**config.mk**
```make
export PLATFORM = sky130hd
export DESIGN_NAME = sddr_init_seq
export DESIGN_NICKNAME = d
export VERILOG_FILES = /design/src/rtl/sddr_pkg.sv /design/src/rtl/sddr_wait_timer.sv /design/src/rtl/sddr_init_seq.sv
export SDC_FILE = /design/constraint.sdc
export NUM_CORES = 1
export LEC_CHECK = 0
export BUFFER_PORTS_ARGS = -buffer_cell sky130_fd_sc_hd__buf_2
export CORE_ASPECT_RATIO = 1.5
export CORE_MARGIN = 2
export CORE_UTILIZATION = 50
export DETAILED_ROUTE_END_ITERATION = 10
export HOLD_SLACK_MARGIN = 0.15
export PLACE_DENSITY_LB_ADDON = 0.15
export SETUP_SLACK_MARGIN = 0.05
export SLEW_MARGIN = 20
export SYNTH_ARGS = -nofsm -noshare
export SYNTH_HDL_FRONTEND = slang
export SYNTH_HIERARCHICAL = 1
export SYNTH_SLANG_ARGS = --single-unit
```
**constraint.sdc**
```tcl
create_clock -name in_ddr_clock_i -period 3.05 [get_ports in_ddr_clock_i]
set_input_delay 0.61 -clock in_ddr_clock_i [delete_from_list [all_inputs] [get_ports in_ddr_clock_i]]
set_output_delay 0.61 -clock in_ddr_clock_i [all_outputs]
set_load 0.03 [all_outputs]
```
**src/rtl/sddr_pkg.sv**
```systemverilog
// Shared types and constants for the DDR3 initialisation sequencer.
// State codes are plain constants so that legacy code can still compare against them.
package sddr_pkg;

    typedef logic [3:0] init_state_e;

    localparam init_state_e ST_RST_HOLD = 4'd0;
    localparam init_state_e ST_CKE_WAIT = 4'd1;
    localparam init_state_e ST_XPR_WAIT = 4'd2;
    localparam init_state_e ST_MRS2     = 4'd3;
    localparam init_state_e ST_MRS3     = 4'd4;
    localparam init_state_e ST_MRS1     = 4'd5;
    localparam init_state_e ST_MRS0     = 4'd6;
    localparam init_state_e ST_ZQCL     = 4'd7;
    localparam init_state_e ST_DONE     = 4'd8;

    typedef struct packed {
        logic cs_n;
        logic ras_n;
        logic cas_n;
        logic we_n;
    } ddr_cmd_t;

    localparam ddr_cmd_t CMD_NOP   = '{cs_n: 1'b0, ras_n: 1'b1, cas_n: 1'b1, we_n: 1'b1};
    localparam ddr_cmd_t CMD_MRS   = '{cs_n: 1'b0, ras_n: 1'b0, cas_n: 1'b0, we_n: 1'b0};
    localparam ddr_cmd_t CMD_ZQCL  = '{cs_n: 1'b0, ras_n: 1'b1, cas_n: 1'b1, we_n: 1'b0};
    localparam ddr_cmd_t CMD_DESEL = '{cs_n: 1'b1, ras_n: 1'b1, cas_n: 1'b1, we_n: 1'b1};

    function automatic int unsigned max_of6(input int unsigned a, input int unsigned b,
                                            input int unsigned c, input int unsigned d,
                                            input int unsigned e, input int unsigned f);
        int unsigned m;
        m = a;
        if (b > m) m = b;
        if (c > m) m = c;
        if (d > m) m = d;
        if (e > m) m = e;
        if (f > m) m = f;
        return m;
    endfunction

endpackage

```
**src/rtl/sddr_wait_timer.sv**
```systemverilog
// Loadable down-counter with a zero flag; holds at zero until reloaded.
module sddr_wait_timer #(
    parameter int unsigned      WIDTH       = 8,
    parameter logic [WIDTH-1:0] RESET_VALUE = '0
) (
    input  logic             clk,
    input  logic             rst,
    input  logic             load,
    input  logic [WIDTH-1:0] load_value,
    output logic             zero
);

    logic [WIDTH-1:0] count;

    always_ff @(posedge clk or posedge rst) begin
        if (rst) begin
            count <= RESET_VALUE;
        end else if (load) begin
            count <= load_value;
        end else if (count != '0) begin
            count <= count - 1'b1;
        end
    end

    assign zero = (count == '0);

endmodule

```
**src/rtl/sddr_init_seq.sv**
```systemverilog
// DDR3 power-up sequencer: RESET# hold, CKE delay, tXPR, MR2/MR3/MR1/MR0, ZQCL, tZQinit,
// then hands the command bus over by raising init_done_o.
module sddr_init_seq
    import sddr_pkg::*;
#(
    parameter int unsigned BANK_BITS = 3,
    parameter int unsigned ROW_BITS  = 13,
    parameter int unsigned DATA_BITS = 16,
    parameter int unsigned T_RESET   = 60000,
    parameter int unsigned T_CKE     = 150000,
    parameter int unsigned T_XPR     = 120,
    parameter int unsigned T_MRD     = 4,
    parameter int unsigned T_MOD     = 12,
    parameter int unsigned T_ZQINIT  = 512,
    parameter logic [13:0] MR0       = 14'h1520,
    parameter logic [13:0] MR1       = 14'h0044,
    parameter logic [13:0] MR2       = 14'h0008,
    parameter logic [13:0] MR3       = 14'h0000,
    localparam int unsigned ADDR_W   = ROW_BITS + $clog2(DATA_BITS / 8)
) (
    input  logic                 in_ddr_clock_i,
    input  logic                 in_phy_reset_i,
    input  logic                 restart_i,
    output logic                 ddr_reset_n_o,
    output logic                 ctl_cke_o,
    output logic                 ctl_cs_n_o,
    output logic                 ctl_ras_n_o,
    output logic                 ctl_cas_n_o,
    output logic                 ctl_we_n_o,
    output logic                 ctl_odt_o,
    output logic [ADDR_W-1:0]    ctl_addr_o,
    output logic [BANK_BITS-1:0] ctl_ba_o,
    output logic                 init_done_o
);

    localparam int unsigned CW = $clog2(max_of6(T_RESET, T_CKE, T_XPR, T_MRD, T_MOD, T_ZQINIT) + 1);

    localparam logic [CW-1:0] LD_RESET  = CW'(T_RESET - 1);
    localparam logic [CW-1:0] LD_CKE    = CW'(T_CKE - 1);
    localparam logic [CW-1:0] LD_XPR    = CW'(T_XPR - 1);
    localparam logic [CW-1:0] LD_MRD    = CW'(T_MRD - 1);
    localparam logic [CW-1:0] LD_MOD    = CW'(T_MOD - 1);
    localparam logic [CW-1:0] LD_ZQINIT = CW'(T_ZQINIT - 1);

    localparam logic [ADDR_W-1:0] ZQ_ADDR = ADDR_W'(1) << 10;

    if (T_RESET == 0 || T_CKE == 0 || T_XPR == 0 || T_MRD == 0 || T_MOD == 0 || T_ZQINIT == 0) begin : g_bad_timing
        $error("sddr_init_seq: every T_* parameter must be at least 1");
    end

    init_state_e      state;
    init_state_e      state_nxt;
    logic             entry;
    logic             load;
    logic [CW-1:0]    load_value;
    logic             zero;
    logic             cke_on;
    ddr_cmd_t         cmd;

    sddr_wait_timer #(
        .WIDTH      (CW),
        .RESET_VALUE(LD_RESET)
    ) u_timer (
        .clk       (in_ddr_clock_i),
        .rst       (in_phy_reset_i),
        .load      (load),
        .load_value(load_value),
        .zero      (zero)
    );

    always_comb begin
        state_nxt  = state;
        load       = 1'b0;
        load_value = '0;
        case (state)
            ST_RST_HOLD: if (zero) begin state_nxt = ST_CKE_WAIT; load = 1'b1; load_value = LD_CKE;    end
            ST_CKE_WAIT: if (zero) begin state_nxt = ST_XPR_WAIT; load = 1'b1; load_value = LD_XPR;    end
            ST_XPR_WAIT: if (zero) begin state_nxt = ST_MRS2;     load = 1'b1; load_value = LD_MRD;    end
            ST_MRS2:     if (zero) begin state_nxt = ST_MRS3;     load = 1'b1; load_value = LD_MRD;    end
            ST_MRS3:     if (zero) begin state_nxt = ST_MRS1;     load = 1'b1; load_value = LD_MRD;    end
            ST_MRS1:     if (zero) begin state_nxt = ST_MRS0;     load = 1'b1; load_value = LD_MOD;    end
            ST_MRS0:     if (zero) begin state_nxt = ST_ZQCL;     load = 1'b1; load_value = LD_ZQINIT; end
            ST_ZQCL:     if (zero) begin state_nxt = ST_DONE;                                          end
            ST_DONE:     if (restart_i) begin state_nxt = ST_RST_HOLD; load = 1'b1; load_value = LD_RESET; end
            default: begin
                state_nxt  = ST_RST_HOLD;
                load       = 1'b1;
                load_value = LD_RESET;
            end
        endcase
    end

    always_ff @(posedge in_ddr_clock_i or posedge in_phy_reset_i) begin
        if (in_phy_reset_i) begin
            state <= ST_RST_HOLD;
            entry <= 1'b0;
        end else begin
            state <= state_nxt;
            entry <= (state_nxt != state);
        end
    end

    assign cke_on = (state != ST_RST_HOLD) && (state != ST_CKE_WAIT);

    // Outputs are registered from the current state, so each visible edge lands one cycle
    // after the state change; this lag absorbs the (T-1) counter load.
    always_ff @(posedge in_ddr_clock_i or posedge in_phy_reset_i) begin
        if (in_phy_reset_i) begin
            ddr_reset_n_o <= 1'b0;
            ctl_cke_o     <= 1'b0;
            cmd           <= CMD_DESEL;
            ctl_addr_o    <= '0;
            ctl_ba_o      <= '0;
            init_done_o   <= 1'b0;
        end else begin
            ddr_reset_n_o <= (state != ST_RST_HOLD);
            ctl_cke_o     <= cke_on;
            cmd           <= cke_on ? CMD_NOP : CMD_DESEL;
            ctl_addr_o    <= '0;
            ctl_ba_o      <= '0;
            init_done_o   <= (state == ST_DONE);
            if (entry) begin
                case (state)
                    ST_MRS2: begin cmd <= CMD_MRS;  ctl_ba_o <= BANK_BITS'(2); ctl_addr_o <= ADDR_W'(MR2); end
                    ST_MRS3: begin cmd <= CMD_MRS;  ctl_ba_o <= BANK_BITS'(3); ctl_addr_o <= ADDR_W'(MR3); end
                    ST_MRS1: begin cmd <= CMD_MRS;  ctl_ba_o <= BANK_BITS'(1); ctl_addr_o <= ADDR_W'(MR1); end
                    ST_MRS0: begin cmd <= CMD_MRS;  ctl_ba_o <= BANK_BITS'(0); ctl_addr_o <= ADDR_W'(MR0); end
                    ST_ZQCL: begin cmd <= CMD_ZQCL; ctl_addr_o <= ZQ_ADDR; end
                    default: ;
                endcase
            end
        end
    end

    assign ctl_cs_n_o  = cmd.cs_n;
    assign ctl_ras_n_o = cmd.ras_n;
    assign ctl_cas_n_o = cmd.cas_n;
    assign ctl_we_n_o  = cmd.we_n;
    assign ctl_odt_o   = 1'b0;

endmodule

```
**After elaboration in Yosys (flattened, before gate mapping)**

Index checks and enable logic that the tools add are counted.

- Register bits after elaboration: 47
- Input port bits: 3
- Logic and storage cells: 61

- $add $sub $neg: 1
- Equal/unequal tests: 10
- Mux-type cells: 29
- Reductions and logical operators: 9

Operators by type and width:

| kind | count |
|---|---|
| 18-bit one-hot mux with 7 select lines | 1 |
| 18-bit two-way mux | 3 |
| 13-bit one-hot mux with 4 select lines | 1 |
| 4-bit two-way mux | 12 |
| 4-bit one-hot mux with 9 select lines | 1 |
| 18-bit logical NOT | 1 |
| 18-bit nonzero test | 1 |
| 18-bit by 1-bit subtractor with 18-bit output, second input constant | 1 |
| 4-bit by 3-bit == test with 1-bit output, second input constant | 4 |
| 16-bit two-way mux | 1 |
| 13-bit two-way mux | 1 |
| 9-bit two-way mux | 1 |
| 4-bit by 2-bit == test with 1-bit output, second input constant | 2 |
| 4-bit one-hot mux with 2 select lines | 1 |
| 7-bit two-way mux | 1 |
| 7-bit OR reduction | 1 |
| 2-bit one-hot mux with 3 select lines | 1 |
| 4-bit by 1-bit == test with 1-bit output, second input constant | 1 |
| 4-bit == test, second input constant | 1 |
| 4-bit logical NOT | 1 |
| 2-bit two-way mux | 2 |
| 4-bit by 1-bit inequality test with 1-bit output, second input constant | 1 |
| 4-bit inequality test | 1 |
| 4-bit nonzero test | 1 |
| 6 further kinds | 7 |

**Longest topological paths before layout**

Gate-level depths: netlist of run 1.

- Word-level depth: 5
- Depth in mapped cells: 13
- Depth with buffers taken out: 11

**Hierarchy**

The synthesis of run 1 kept the hierarchy.

By module, submodules not included:

| module | instances | cells an instance | area an instance (um2) | sequential area each (um2) |
|---|---|---|---|---|
| sddr_wait_timer | 1 | 113 | 1126.1 | 464.2 |
| sddr_init_seq | 1 | 98 | 918.4 | 429.2 |

**Worst setup path before layout of run 1**

No wires, ideal clock.

- Path type: flip-flop to flip-flop
- Start point: register u_timer.count[0]
- End point: register u_timer.count[13]
- Arrival: 2762 ps
- Slack: 215 ps
- Cell stages (with the launch flop): 14
- Buffers on the path: 3
- Period minus slack after synthesis: 2835 ps
- Cells stage by stage: dfstp_2 -> inv_1 -> ha_1 -> nor3b_2 -> nand4b_4 -> nor2_8 -> buf_2 -> inv_1 -> a31oi_1 -> o21a_1 -> clkbuf_1 -> buf_1 -> nand2_1 -> a21oi_1

- Longest elaborated chain between the ends: 4

RTL lines:

| element | line | RTL |
|---|---|---|
| start: declaration | sddr_wait_timer.sv:13 | `logic [WIDTH-1:0] count;` |
| start signal: assignment | sddr_wait_timer.sv:19 | `count <= load_value;` |
| start signal: assignment | sddr_wait_timer.sv:21 | `count <= count - 1'b1;` |
| 18-bit logical NOT (*) | sddr_wait_timer.sv:25 | `assign zero = (count == '0);` |
| named net zero | sddr_init_seq.sv:56 | `logic zero;` |
| 1-bit two-way mux (*) | -- |  |
| 1-bit one-hot mux with 3 select lines (*) | sddr_init_seq.sv:75 | `case (state)` |
| named net load | sddr_init_seq.sv:54 | `logic load;` |
| 18-bit two-way mux / 2-bit nonzero test (equally long branches) | -- |  |

Mark *: on every way through the listed nets, which the timed path passes. The rest lies on a longest branch. The select of a mux whose other input is x is not followed.
A chain may end at the register's enable or synchronous reset.

**Final worst setup path of run 1**

- Start point: register u_timer.count[13]
- End point: register u_timer.count[8]

The elaborated chain is that of the path after synthesis.

==> results_dict.tcl, run 1 <==
set metrics [dict create \
    status "finished clean" \
    path_delay_family "simple AND/OR/NAND/NOR gates" \
    cp.required_ns 3.25 \
    critical_path_class "register to register" \
    yosys_warnings 6 \
    dp_slack_ns 0.397 \
    p_per_area_nw_per_um2 718 \
    layout-drive-gt1-share_pct 26.2 \
    routedWlPerCell_um 14.4 \
    die_h_um 82.3 \
    synth_cells 211 \
    setup_slack_ns 0.379 \
    cts_tree "done" \
    routed-via-count 1480 \
    yosys.cell_types.count 50 \
    initial_core_util_pct 52.1 \
    nFillCells 358 \
    cp.arrival_ns 2.87 \
    numCtsBuffers 5 \
    yosysTopAreaCell "dfrtp_1" \
    cap_violations 0 \
    io_pins 28 \
    hpwlAfterDp_mm 3.06 \
    post_cts_buffers 0 \
    cts-hold-fix-buffers 0 \
    grt_first_pass_wirelength_mm 7.04 \
    netlist_top_cells_area "dfrtp_1 26%, dfstp_2 18%, xnor2_1 6.4%" \
    endpoint "u_timer/count[8]$_DFFE_PP0P_" \
    placement.cell_area_sq_um 2140 \
    fin_cells 278 \
    slew_headroom_pct 55.5 \
    final_nets 236 \
    wirelength_mm 4.02 \
    diodes 0 \
    report.final.slew_viol_count 0 \
    cts_sinks 35 \
    seqPwrFrac_pct 46.6 \
    clock_latency_ns 0.29 \
    netlist_area_sq_um 2040 \
    post_cts_resized 0 \
    ys_async_sr_fraction_pct 100 \
    max_freq_ghz 0.374 \
    clkPwrFrac_pct 26.7 \
    switching_share_pct 31.4 \
    die_x_um 56.2 \
    p_int_mw 1.11 \
    overflow 0 \
    grt_usage_pct 20.0 \
    fin_area_sq_um 2260 \
    synth_seq_cells 35 \
    layout_commonest_cell "nand2_1" \
    clock_skew_ns 0.00517 \
    clock_path_buffers 2 \
    setup_viol 0 \
    setup_tns_ns 0 \
    antenna_found_initial 0 \
    critPathSlowestCell "or3_4" \
    start_kind "register" \
    core_area_sq_um 3920 \
    min_period_over_period_pct 87.6 \
    final_cell_mix "29 x nand2_1, 21 x dfrtp_1, 19 x nor2_1, 18 x buf_2, 15 x xnor2_1" \
    hp-class "primary input to async pin" \
    cp_max_fo 15 \
    ctsHtreeMaxLevel 2 \
    clock-root-buffer "clkbuf_8" \
    num_rows 28 \
    synth_seq_area_share_pct 43.7 \
    yosysTopAreaCellShare_pct 25.7 \
    drtAntennaViolNets 0 \
    grt_max_degree 19 \
    p_leak_nw 1.03 \
    dp.cells 270 \
    path_buf_inv 3 \
    synth_edf_count 0 \
    reg2reg_from "u_timer/count[13]$_DFFE_PP1P_" \
    ff2ff_setup_slack_ns 0.38 \
    crit_path_end_kind "register" \
    drc 0 \
    crit_cells 10 \
    vdd_drop_max_v 0.000444 \
    cpPeakStageDelay_ns 0.40 \
    switchingPower_mw 0.510 \
    ys.flop_type "dfrtp_1" \
    r2r_end "u_timer/count[8]$_DFFE_PP0P_" \
    first_global_vias 1549 \
    critPathLaunch "u_timer/count[13]$_DFFE_PP1P_" \
    synth.avg_cell_area_sq_um 9.69 \
    power.total_mw 1.62 \
    synthToLayoutAreaGrowth_pct 10.5 \
    r2r_cells 10 \
    place_congestion 0.854 \
    first_iter_violations 40 \
    worstMarginPinSlew_ns 0.662 \
    combPwrFrac_pct 26.7 \
    final_hold_viol_count 0 \
    dr.pass1.iters 4 \
    port_buffers 18 \
    path_cells "or3_4 -> or3_4 -> nor2_8 -> inv_1 -> a31oi_1 -> o21a_1 -> buf_4 -> buf_4 -> nand2_1 -> a21oi_1" \
    viasPerCell 5.32 \
    fin_crit_ns 2.67 \
    clkTransAtPathRegs_ns 0.07 \
    dieArea_sq_um 4630 \
    rsz0062_at_grt "false" \
]
final cells by class:
cell class / instances / area (sq um) / share of cell area [%]
Inverter: 10 / 37.5 / 1.66
Multi-Input combinational cell: 155 / 1010 / 44.8
Sequential cell: 35 / 893 / 39.5
Clock inverter: 2 / 35.0 / 1.55
Timing Repair Buffer: 25 / 143 / 6.31
Tap cell: 45 / 56.3 / 2.49
Clock buffer: 6 / 82.6 / 3.65
stage by stage:
stage,util [%],hold slack [ns]
detailed placement,54.6,0.502
global placement,54.6,0.505
global route,57.6,0.454
CTS,57.6,0.404
finish,57.6,0.388
floorplan,-,0.483
kinds of logic (layout without fill, tap and decap cells):
group / count (synthesis) / after routing / share of synthesized area, %
simple gates: 87 / 87 / 25.8
flops: 35 / 35 / 43.7
compound gates: 33 / 33 / 10.9
buf+inv: 32 / 43 / 8.81
xor+xnor: 17 / 17 / 7.28
mux: 5 / 5 / 2.75
fa+ha+maj: 1 / 1 / 0.612
other cells: 1 / 12 / 0.183
sequential cells by signal (all words and copies together) (netlist names):
signal / cells
ctl_ba_o: 2
ddr_reset_n_o: 1
ctl_we_n_o: 1
ctl_cas_n_o: 1
init_done_o: 1
ctl_addr_o: 4
state: 4
u_timer/count: 18
entry: 1
ctl_cs_n_o: 1
ctl_cke_o: 1
synth_stat cells (all sizes together), types with 3 or more instances:
cell type / count
nor4: 8
nand2b: 3
nand3: 3
mux2i: 3
nor2: 20
o21a: 3
dfrtp: 21
a21oi: 7
o21ai: 8
clkbuf: 3
nand4b: 3
nand3b: 3
nand2: 29
nor3: 4
buf: 19
dfstp: 14
xnor2: 15
o31ai: 5
nor2b: 4
inv: 10
power by group through the flow:
stage / logic, mW / clock network, mW / registers (mW)
6_report: 0.433 / 0.433 / 0.755
5_1_grt: 0.490 / 0.468 / 0.775
4_1_cts: 0.438 / 0.445 / 0.755
3_5_place_dp: 0.435 / 0 / 0.762
3_3_place_gp: 0.429 / 0 / 0.753
2_1_floorplan: 0.353 / 0 / 0.735
per-layer routing:
metal	vias up	GRT usage, %	wire (um)
met5	-	0	0
met1	707	20.4	1520
met4	0	13.1	131
li1	733	-	-
met3	11	4.05	128
met2	29	37.1	2230
worst min-delay path by stage:
stage / end / cells past startpoint / from
floorplan: ctl_addr_o[3]$_DFF_PP0_ / 2 / entry$_DFF_PP0_
global placement: u_timer/count[14]$_DFFE_PP1P_ / 2 / u_timer/count[14]$_DFFE_PP1P_
detailed placement: u_timer/count[14]$_DFFE_PP1P_ / 2 / u_timer/count[14]$_DFFE_PP1P_
CTS: ddr_reset_n_o$_DFF_PP0_ / 2 / in_phy_reset_i
global route: ddr_reset_n_o$_DFF_PP0_ / 2 / in_phy_reset_i
finish: ddr_reset_n_o$_DFF_PP0_ / 2 / in_phy_reset_i
(Power assumes the default switching activity.)
==> run 2, diff against run 1 <==
--- a/config.mk
+++ b/config.mk
@@ -6,7 +6,6 @@
 export NUM_CORES = 1
 export LEC_CHECK = 0
 export BUFFER_PORTS_ARGS = -buffer_cell sky130_fd_sc_hd__buf_2
-export CORE_ASPECT_RATIO = 1.5
 export CORE_MARGIN = 2
 export CORE_UTILIZATION = 50
 export DETAILED_ROUTE_END_ITERATION = 10
==> constraint.sdc (replaced) <==
create_clock -name in_ddr_clock_i -period 2.6 [get_ports in_ddr_clock_i]
set_input_delay 0.52 -clock in_ddr_clock_i [delete_from_list [all_inputs] [get_ports in_ddr_clock_i]]
set_output_delay 0.52 -clock in_ddr_clock_i [all_outputs]
set_load 0.03 [all_outputs]
==> run 2 against run 1 <==
Register-to-register slack lost 0.22 ns. Wire length is 1.8% lower. Maximum frequency increased by 9.5%. First-iteration DRC count grew 65%. Hold slack lost 0.092 ns. Non-clock buffer count up 5. Clock power down 9.2%. Sequential power grew 18%. Critical path depth is 1 lower. Worst setup slack worse by 0.22 ns.
==> results_dict.tcl, run 2 (synthesized netlist as in run 1, its figures left out) <==
set metrics [dict create \
    first_global_vias 1449 \
    setup_viol 0 \
    hpwlAfterDp_mm 2.86 \
    clock_skew_ns 0.00488 \
    grt_max_degree 19 \
    start_kind "register" \
    reg2reg_from "u_timer/count[13]$_DFFE_PP1P_" \
    final_hold_viol_count 0 \
    cp.required_ns 2.83 \
    cts_sinks 35 \
    drc 0 \
    layout_commonest_cell "nand2_1" \
    path_cells "or3_4 -> or3_4 -> nor2_8 -> inv_1 -> a31oi_2 -> o21a_2 -> clkinvlp_4 -> buf_12 -> mux2_4" \
    cts_tree "done" \
    path_delay_family "simple AND/OR/NAND/NOR gates" \
    final_nets 241 \
    busiest_layer "met2" \
    hp-class "primary input to async pin" \
    worstMarginPinSlew_ns 0.677 \
    initial_core_util_pct 51.5 \
    cp_common_cell "or3_4" \
    dp_slack_ns 0.0738 \
    synthToLayoutAreaGrowth_pct 12.7 \
    use_met2_pct 31.1 \
    place_congestion 0.862 \
    min_period_over_period_pct 93.8 \
    final_cell_mix "29 x nand2_1, 21 x dfrtp_1, 19 x nor2_1, 18 x buf_2, 15 x xnor2_1" \
    die_x_um 67.9 \
    p_leak_nw 1.04 \
    dieArea_sq_um 4620 \
    critPathSlowestCell "or3_4" \
    clock-root-buffer "clkbuf_8" \
    core_area_sq_um 3970 \
    cp_max_fo 15 \
    vdd_drop_max_v 0.000356 \
    largest_register_ffs 18 \
    die_h_um 67.9 \
    critical_path_class "register to register" \
    grt_usage_pct 20.4 \
    wirelength_mm 3.95 \
    overflow 0 \
    clock_latency_ns 0.29 \
    io_pins 28 \
    use_met1_pct 28.1 \
    max_flop_register "u_timer/count" \
    antenna_found_initial 0 \
    port_buffers 18 \
    p_per_area_nw_per_um2 779 \
    critPathLaunch "u_timer/count[13]$_DFFE_PP1P_" \
    dp.cells 279 \
    rsz0062_at_grt "false" \
    use_met3_pct 4.44 \
    clkTransAtPathRegs_ns 0.07 \
    cap_violations 0 \
    fin_util_pct 58.0 \
    routed-via-count 1486 \
    viasPerCell 5.16 \
    first_iter_violations 66 \
    crit_path_end_kind "register" \
    status "finished clean" \
    dr.pass1.iters 4 \
    max_freq_ghz 0.410 \
    drtAntennaViolNets 0 \
    clock_path_buffers 2 \
    num_rows 23 \
    slew_headroom_pct 54.9 \
    numCtsBuffers 5 \
    layout-drive-gt1-share_pct 29.0 \
    grt_first_pass_wirelength_mm 6.91 \
    ctsHtreeMaxLevel 2 \
    fin_crit_ns 2.44 \
    fin_cells 288 \
    report.final.slew_viol_count 0 \
    setup_tns_ns 0 \
    path_buf_inv 3 \
    setup_slack_ns 0.161 \
    nFillCells 375 \
    routedWlPerCell_um 13.7 \
    diodes 0 \
    cp.arrival_ns 2.67 \
    reg_top3 "u_timer/count (18), ctl_addr_o (4), state (4)" \
    cpPeakStageDelay_ns 0.40 \
]
==> run 2: cell count changes in the layout (fill, tap and decap cells not counted) <==
cell        change
a31oi_1         -1
a31oi_2         +1
buf_12          +1
buf_4           +4
bufinv_16       -1
clkbuf_8        -1
clkinvlp_4      +3
inv_1           -1
nor3b_2         -1
nor3b_4         +1
o21a_1          -1
o21a_2          +1
==> run 2: worst register-to-register path, cell delays in order (launching register included) <==
cell	delay [ns]
dfstp_2	0.39
or3_4	0.40
or3_4	0.40
nor2_8	0.12
inv_1	0.08
a31oi_2	0.17
o21a_2	0.23
clkinvlp_4	0.13
buf_12	0.16
mux2_4	0.29
==> run 2: path summary, 6_finish.rpt <==
path	end	slack (ns)	cells after the start
setup / recovery	u_timer/count[1]$_DFFE_PP1P_	0.16	9
hold / removal	entry$_DFF_PP0_	0.30	2
setup reg to reg	u_timer/count[1]$_DFFE_PP1P_	0.16	9
hold reg to reg	ctl_addr_o[3]$_DFF_PP0_	0.53	2
max in group asynchronous	u_timer/count[5]$_DFFE_PP0P_	1.84	2
min in group in_ddr_clock_i	entry$_DFF_PP0_	0.51	3
==> run 2: timing repair <==
item                                    CTS  global route
endpoints found under the setup margin    0            12
setup buffers                             0             1
hold buffers                              0             0
resized for setup                         0             3
hold endpoints to repair                  0             0
==> run 2: report_power, final <==
group	switching (mW)	internal [mW]	leakage, nW	total [mW]
registers	0.156	0.734	0.427	0.890
logic	0.241	0.271	0.576	0.512
clock network	0.207	0.186	0.0402	0.393
==> run 2: area by class of cell <==
| cell class | instances | area (sq um) | share of cell area [%] |
|---|---|---|---|
| clock buffer | 5 | 68.8 | 2.99 |
| clock inverter | 3 | 20.0 | 0.869 |
| inverter | 10 | 41.3 | 1.79 |
| multi-input combinational | 155 | 1030 | 44.5 |
| sequential | 35 | 893 | 38.8 |
| tap | 50 | 62.6 | 2.71 |
| timing repair buffer | 30 | 193 | 8.36 |
==> run 2: routing by layer <==
metal  up-vias  routed length [um]
met4         0                  80
met5         -                   0
li1        747                   -
met1       706                1890
met2        26                1860
met3         7                 116
==> run 2: stage by stage <==
stage | cell area (sq um) | hold WS, ns | total power, mW
5_1_grt | 2300 | 0.359 | 1.92
4_1_cts | 2270 | 0.320 | 1.82
3_5_place_dp | 2180 | 0.517 | 1.41
2_1_floorplan | 2100 | 0.444 | 1.29
3_3_place_gp | 2180 | 0.506 | 1.38
6_report | 2300 | 0.296 | 1.80
==> run 3, diff against run 2 <==
--- a/config.mk
+++ b/config.mk
@@ -7,7 +7,7 @@
 export LEC_CHECK = 0
 export BUFFER_PORTS_ARGS = -buffer_cell sky130_fd_sc_hd__buf_2
 export CORE_MARGIN = 2
-export CORE_UTILIZATION = 50
+export CORE_UTILIZATION = 57
 export DETAILED_ROUTE_END_ITERATION = 10
 export HOLD_SLACK_MARGIN = 0.15
 export PLACE_DENSITY_LB_ADDON = 0.15
==> run 3 against run 2 <==
Combinational power hardly changed. Clock power is 13% lower. Power shrank 2.8%. Critical path type unchanged. Critical endpoint unchanged. Largest power group unchanged. Highest routed layer unchanged.
==> results_dict.tcl, run 3 (synthesized netlist as in run 1, its figures left out) <==
set metrics [dict create \
    max_freq_ghz 0.413 \
    clkTransAtPathRegs_ns 0.11 \
    drtAntennaViolNets 0 \
    endpoint "u_timer/count[1]$_DFFE_PP1P_" \
    regArea_sq_um 893 \
    reg2reg_from "u_timer/count[13]$_DFFE_PP1P_" \
    core_area_sq_um 3390 \
    report.final.slew_viol_count 0 \
    final_cell_mix "29 x nand2_1, 21 x dfrtp_1, 19 x nor2_1, 18 x buf_2, 15 x xnor2_1" \
    multi_input_area_sq_um 1020 \
    antenna_found_initial 0 \
    cap_violations 0 \
    numCtsBuffers 5 \
    placement.cell_area_sq_um 2170 \
    hpwlAfterDp_mm 2.93 \
    place_congestion 0.830 \
    grt_usage_pct 21.6 \
    num_rows 21 \
    viasPerCell 5.47 \
    first_global_vias 1481 \
    r2r_cells 9 \
    layout_commonest_cell "nand2_1" \
    clock-root-buffer "clkbuf_4" \
    synthToLayoutAreaGrowth_pct 10.8 \
    largest_register_ffs 18 \
    final_nets 240 \
    setup_tns_ns 0 \
    die_x_um 63.9 \
    critPathLaunch "u_timer/count[13]$_DFFE_PP1P_" \
    min_period_over_period_pct 93.2 \
    status "finished clean" \
    cts-hold-fix-buffers 0 \
    first_iter_violations 98 \
    setup_viol 0 \
    max_flop_register "u_timer/count" \
    fin_area_sq_um 2270 \
    wirelength_mm 4.02 \
    nFillCells 279 \
    clock_path_buffers 2 \
    ctsHtreeMaxLevel 2 \
    final_hold_viol_count 0 \
    reg_top3 "u_timer/count (18), ctl_addr_o (4), state (4)" \
    layout-drive-gt1-share_pct 27.8 \
    hp-class "primary input to async pin" \
    grt_max_degree 19 \
    p_per_area_nw_per_um2 771 \
    die_h_um 63.9 \
    overflow 0 \
    routedWlPerCell_um 14.2 \
    fin_crit_ns 2.42 \
    holdWs_ns 0.240 \
    power.total_mw 1.75 \
    clock_latency_ns 0.35 \
    clock_skew_ns 0.0101 \
    dieArea_sq_um 4080 \
    port_buffers 18 \
    worstMarginPinSlew_ns 0.687 \
    cts_sinks 35 \
    routed-via-count 1549 \
    dr.pass1.iters 4 \
    initial_core_util_pct 60.3 \
    io_pins 28 \
    cts_tree "done" \
    diodes 0 \
    crit_path_end_kind "register" \
    slew_headroom_pct 54.1 \
    ff2ff_setup_slack_ns 0.18 \
    p_leak_nw 1.04 \
    drc 0 \
    vdd_drop_max_v 0.000604 \
    cp.required_ns 2.89 \
    start_kind "register" \
    rsz0062_at_grt "false" \
    cp_max_fo 15 \
    critical_path_class "register to register" \
    r2r_end "u_timer/count[1]$_DFFE_PP1P_" \
    cp.arrival_ns 2.71 \
    grt_first_pass_wirelength_mm 6.76 \
]
-- run 3: stage by stage --
stage	std cells	setup slack, ns	utilization [%]
global route	283	0.0516	66.9
detailed placement	274	0.123	64.1
global placement	274	0.165	64.1
CTS	282	0.0835	66.1
finish	283	0.177	66.9
floorplan	222	0.0512	-
-- run 3: layout make-up --
class | instances | area share, %
clock buffers | 8 | 3.04
inverters | 10 | 1.82
multi-input cells | 155 | 45.0
flip-flops and latches | 35 | 39.4
well taps | 46 | 2.54
repair buffers | 29 | 8.17
-- run 3: repair_timing --
action	in CTS	in global routing
endpoints found under the setup margin	0	8
setup buffers	0	1
resized for setup	0	2
-- run 3: how the worst min path moves through the flow --
stage	cells past startpoint	startpoint	endpoint
final	2	in_phy_reset_i	ddr_reset_n_o$_DFF_PP0_
after global placement	2	u_timer/count[14]$_DFFE_PP1P_	u_timer/count[14]$_DFFE_PP1P_
after global routing	2	in_phy_reset_i	ddr_reset_n_o$_DFF_PP0_
after detailed placement	2	entry$_DFF_PP0_	ctl_addr_o[3]$_DFF_PP0_
after floorplan	1	in_phy_reset_i	ctl_addr_o[10]$_DFF_PP0_
after CTS	2	in_phy_reset_i	ddr_reset_n_o$_DFF_PP0_
-- run 3: critical path, cell delays in order, from the launching register on --
cell        delay (ns)
dfstp_2           0.41
or3_4             0.40
or3_4             0.39
nor2_8            0.12
inv_1             0.07
a31oi_1           0.19
o21a_2            0.23
clkinvlp_4        0.12
buf_12            0.15
mux2_4            0.29
-- run 3: power breakdown --
| part | leakage (nW) | total [mW] | internal, mW | switching (mW) |
|---|---|---|---|---|
| Sequential | 0.427 | 0.893 | 0.733 | 0.160 |
| Combinational | 0.570 | 0.513 | 0.271 | 0.242 |
| Clock | 0.0386 | 0.340 | 0.159 | 0.181 |
| Total | 1.04 | 1.75 | 1.16 | 0.583 |
-- run 3: metal layers --
metal | share of wire [%] | track usage (%) | wire [um]
met1 | 44 | 28.7 | 1780
met2 | 50 | 34.2 | 2000
met3 | 4.4 | 4.23 | 179
met4 | 1.5 | 9.51 | 61
met5 | 0 | 0 | 0
